## src/rtl/led_matrix_scan.sv

```systemverilog
// Row-scanning driver for the 16x16 red/green LED matrix board.
// Snapshots a frame at the frame boundary, shifts each row out serially,
// latches it and holds the row enabled for DWELL cycles.
//
// Ports:
//   clk          system clock, rising edge
//   reset        synchronous active-high reset
//   RedPixels    red frame [row][col]
//   GrnPixels    green frame [row][col]
//   frame_valid  pulse: a new frame is stable on the pixel inputs
//   ser_red      serial red column data
//   ser_grn      serial green column data
//   ser_clk      column shift clock (drivers sample on rising edge)
//   ser_latch    one-cycle pulse transferring the shifted row
//   row_en       one-hot row enable, zero while blanked
//   frame_done   one-cycle pulse at the end of the row 15 dwell
module led_matrix_scan #(
    parameter int unsigned DWELL = 1000
) (
    input  logic              clk,
    input  logic              reset,
    input  logic [15:0][15:0] RedPixels,
    input  logic [15:0][15:0] GrnPixels,
    input  logic              frame_valid,
    output logic              ser_red,
    output logic              ser_grn,
    output logic              ser_clk,
    output logic              ser_latch,
    output logic [15:0]       row_en,
    output logic              frame_done
);

    localparam logic [15:0] DWELL_M1 = 16'(DWELL - 1);

    typedef enum logic [1:0] {
        S_FRAME,
        S_SHIFT,
        S_LATCH,
        S_DISPLAY
    } state_t;

    state_t            state_q;
    logic [3:0]        row_q;
    logic [4:0]        bit_q;
    logic [15:0]       dwell_q;
    logic              pending_q;
    logic [15:0][15:0] shadow_red_q;
    logic [15:0][15:0] shadow_grn_q;

    logic              ser_red_q;
    logic              ser_grn_q;
    logic              ser_clk_q;
    logic              ser_latch_q;
    logic [15:0]       row_en_q;
    logic              frame_done_q;

    // Column 15 goes out first; each column occupies two cycles.
    logic [3:0]        col;
    assign col = 4'd15 - bit_q[4:1];

    always_ff @(posedge clk) begin
        if (reset) begin
            state_q      <= S_FRAME;
            row_q        <= '0;
            bit_q        <= '0;
            dwell_q      <= '0;
            pending_q    <= 1'b1;
            shadow_red_q <= '0;
            shadow_grn_q <= '0;
            ser_red_q    <= 1'b0;
            ser_grn_q    <= 1'b0;
            ser_clk_q    <= 1'b0;
            ser_latch_q  <= 1'b0;
            row_en_q     <= '0;
            frame_done_q <= 1'b0;
        end else begin
            ser_red_q    <= 1'b0;
            ser_grn_q    <= 1'b0;
            ser_clk_q    <= 1'b0;
            ser_latch_q  <= 1'b0;
            row_en_q     <= '0;
            frame_done_q <= 1'b0;

            // A capture in FRAME overrides this set below.
            if (frame_valid) begin
                pending_q <= 1'b1;
            end

            unique case (state_q)
                S_FRAME: begin
                    if (pending_q || frame_valid) begin
                        shadow_red_q <= RedPixels;
                        shadow_grn_q <= GrnPixels;
                        pending_q    <= 1'b0;
                    end
                    row_q   <= '0;
                    bit_q   <= '0;
                    state_q <= S_SHIFT;
                end
                S_SHIFT: begin
                    ser_red_q <= shadow_red_q[row_q][col];
                    ser_grn_q <= shadow_grn_q[row_q][col];
                    ser_clk_q <= bit_q[0];
                    bit_q     <= bit_q + 5'd1;
                    if (bit_q == 5'd31) begin
                        state_q <= S_LATCH;
                    end
                end
                S_LATCH: begin
                    ser_latch_q <= 1'b1;
                    dwell_q     <= DWELL_M1;
                    state_q     <= S_DISPLAY;
                end
                S_DISPLAY: begin
                    row_en_q <= 16'(1) << row_q;
                    if (dwell_q == 16'd0) begin
                        if (row_q == 4'd15) begin
                            frame_done_q <= 1'b1;
                            state_q      <= S_FRAME;
                        end else begin
                            row_q   <= row_q + 4'd1;
                            bit_q   <= '0;
                            state_q <= S_SHIFT;
                        end
                    end else begin
                        dwell_q <= dwell_q - 16'd1;
                    end
                end
                default: begin
                    state_q <= S_FRAME;
                end
            endcase
        end
    end

    assign ser_red    = ser_red_q;
    assign ser_grn    = ser_grn_q;
    assign ser_clk    = ser_clk_q;
    assign ser_latch  = ser_latch_q;
    assign row_en     = row_en_q;
    assign frame_done = frame_done_q;

endmodule

```

## config.mk

```make
export PLATFORM = sky130hd
export DESIGN_NAME = led_matrix_scan
export DESIGN_NICKNAME = d
export VERILOG_FILES = /design/src/rtl/led_matrix_scan.sv
export SDC_FILE = /design/constraint.sdc
export NUM_CORES = 1
export LEC_CHECK = 0
export CAP_MARGIN = 0
export CORE_ASPECT_RATIO = 0.8
export CORE_MARGIN = 3
export CORE_UTILIZATION = 30
export DETAILED_ROUTE_END_ITERATION = 10
export PLACE_DENSITY = 0.63
export SLEW_MARGIN = 10
export SYNTH_ARGS = -nofsm -noshare
export SYNTH_HDL_FRONTEND = slang
export SYNTH_SLANG_ARGS = --single-unit
```

## constraint.sdc

```tcl
create_clock -name clk -period 4.85 [get_ports clk]
set_input_delay 0.7275 -clock clk [delete_from_list [all_inputs] [get_ports clk]]
set_output_delay 0.7275 -clock clk [all_outputs]
set_load 0.05 [all_outputs]
```

==> summary.md <==
| Metric | Value |
|---|---|
| Status | `complete, no violations` |
| Pleak | `11.5 nW` |
| WL met1 | `41.6 mm` |
| Syn Area/Cell | `8.33 µm²` |
| WS Path Type | `flop to flop` |
| Crit path buf inv count | `3` |
| Final Power | `17.1 mW` |
| Post-synth top cells | `nand2_1, dfxtp_1, a21oi_1, clkbuf_1, mux4_2` |
| Layout area overhead | `34.7%` |
| Power per Cell Area | `536 nW/µm²` |
| Startpoint types | `flop` |
| FFs w/ async S/R, synth | `0` |
| Die area | `82200 µm²` |
| Clock root cell | `clkbuf_16` |
| Synth Instances | `2837` |
| Area leader, netlist | `dfxtp_1` |
| Slowest Stage Delay on Critical Path | `0.81 ns` |
| H-tree depth | `2` |
| # resized after CTS | `0` |
| Post-synthesis sequential area ratio | `0.475` |
| Top routing layer in use | `met5` |
| Number of synthesized register bits | `561` |
| Most common cell in the synthesized netlist | `nand2_1` |
| Top cells by area, synth | `dfxtp_1, nand2_1, a21oi_1, mux4_2, clkbuf_1` |
| Via density | `5.03` |
| Gr usage total | `0.218` |
| Ys flop type | `dfxtp_1` |
| CTS max path bufs | `3` |
| Measured slew at the worst slew-check pin | `1.40 ns` |
| Number of max-cap violations | `0` |
| Final WL | `93.6 mm` |
| Core Rows | `91` |
| Final Skew | `0.0202 ns` |
| Drt pass-1 iters | `5` |
| Peak VDD IR | `0.000584 V` |
| Starting Density | `0.305` |
| Slew margin rel. | `0.0680` |
| Met2 routed WL | `42.9 mm` |
| # hold bufs at CTS | `0` |
| Clock-pin slew on the worst setup and hold paths | `0.07 ns` |
| Worst Hold Class | `flop to flop` |
| CTS tree | `built` |
| CORE AREA | `77500 µm²` |
| Sum Neg Setup Slack | `0 ns` |
| IO Count | `536` |
| Cell Count, Final, Fillers Out | `4316` |
| Placer Congestion | `0.844` |
| Minimum clock period | `3.18 ns` |
| Post-Syn Nets | `3365` |
| DP Worst Slack | `1.66 ns` |
| WL met3 | `6.96 mm` |
| Critical path fanouts, max | `29` |
| Largest net degree at the start of global routing | `231` |
| First-pass GRT wire length | `135 mm` |
| Routed length per instance | `21.7 µm` |
| Highest clock rate | `314 MHz` |
| Number of flops mapped to enable cells by yosys | `0` |
| Slowest CP cell | `a2111oi_0` |
| Die W | `320 µm` |
| Final period util | `0.656` |
| CP delay by family, top | `compound AO/OA/AOI/OAI gates` |
| Count of cell types in the netlist | `66` |
| CTS sink cnt | `561` |
| Worst setup EP type | `flop` |
| Antenna viol nets, final | `0` |
| Vias | `21700` |
| Initial DRC count | `1979` |
| Post-route DRC | `0` |
| RSZ-0062 raised after global routing | `no` |
| Num CTS Buffers | `59` |
| DIE HEIGHT | `257 µm` |
| Port bufs | `535` |
| Mapped Area | `23600 µm²` |
| Total congestion overflow | `0` |
| Setup Buffers After CTS | `0` |
| Final hold violation count | `0` |
| Crit path DAT | `3.69 ns` |
| Placed insts | `4195` |
| Critical Path RT | `5.36 ns` |
| Final #Nets | `3761` |
| Crit path cell chain | `buf_4, buf_4, clkinv_1, nand2_1, a21oi_1, a2111oi_0, o31a_1, o32ai_1` |
| Dpl hpwl | `67.9 mm` |
| Antenna violations before repair | `25` |
| Share of layout cells above drive strength 1 | `0.0772` |
| Reg2Reg Setup Slack | `1.67 ns` |
| Setup slack after layout | `1.67 ns` |
| Worst-skew pair later-pin latency | `0.64 ns` |
| Finish-stage setup viols | `0` |
| Number of global-route vias before repair | `20700` |
| Slew Limit Fails | `0` |
| Most used cell, CP | `buf_4` |
| Synth Warn # | `0` |
| Area fraction of the dominant cell type after synthesis | `0.475` |
-- cells in the final DEF (no fill, tap or decap), types with 14 or more instances in the layout --
cell / count
mux2i_1: 69
nor3_1: 16
nor2_1: 38
diode_2: 14
nand2_1: 1068
mux4_2: 97
clkbuf_16: 61
o21ai_0: 18
dfxtp_1: 557
buf_4: 17
clkdlybuf4s50_1: 534
a21oi_1: 546
o221ai_1: 14
-- final timing paths --
| kind | startpoint | end | cells after the start |
|---|---|---|---|
| worst max-delay path | row_q[0]$_SDFFE_PP0P_ | ser_grn$_SDFF_PP0_ | 8 |
| worst min-delay path | shadow_red_q[251]$_SDFFE_PP0P_ | shadow_red_q[251]$_SDFFE_PP0P_ | 2 |
| worst max register to register | row_q[0]$_SDFFE_PP0P_ | ser_grn$_SDFF_PP0_ | 8 |
| worst min register to register | shadow_red_q[251]$_SDFFE_PP0P_ | shadow_red_q[251]$_SDFFE_PP0P_ | 2 |
-- registers in the layout (all words and copies together), names as in the netlist, 2 cells and up --
name and count:
shadow_grn_q 256, shadow_red_q 256, dwell_q 16, row_en 16, state_q 2, row_q 4
bit_q 5
-- per-layer routing --
metal	vias up	GRT usage
met5	-	0
met4	14	0.0608
met3	107	0.0547
met2	673	0.342
met1	10500	0.297
li1	10400	-
-- worst reg2reg max path, cell delays in order, from the launching register on --
cell and delay [ns]:
dfxtp_4 0.74, buf_4 0.33, buf_4 0.22, clkinv_1 0.42, nand2_1 0.17, a21oi_1 0.08, a2111oi_0 0.81, o31a_1 0.21
o32ai_1 0.09
-- logic make-up after synthesis --
kind of cell,after synthesis,synth area share
compound gates,658,0.152
xor+xnor,9,0.00333
fa+ha+maj,13,0.00688
buf+inv,241,0.0416
flops,561,0.475
mux,170,0.124
simple gates,1185,0.198
-- power breakdown --
group          total (mW)  internal [mW]  switching, mW  leakage, nW
clock                4.85           2.87           1.98         1.03
sequential           6.45           5.78          0.670         4.62
combinational        5.75           2.05           3.71         5.89
-- through the flow --
step                 util  hold WS [ns]  area (µm²)
floorplan               -         0.433       23600
global placement    0.383         0.439       29700
detailed placement  0.383         0.444       29700
CTS                 0.410         0.454       31800
global route        0.410         0.469       31800
finish              0.411         0.452       31800
-- cell type report --
class | instances | area (µm²)
diodes | 14 | 35.0
clock buffers | 80 | 1730
clock inverters | 27 | 347
fillers | 7769 | 45700
inverters | 13 | 48.8
multi-input cells | 2035 | 11400
flip-flops and latches | 561 | 11200
well taps | 1023 | 1280
repair buffers | 563 | 5710
Note: power is estimated with default switching activity, not from simulation.
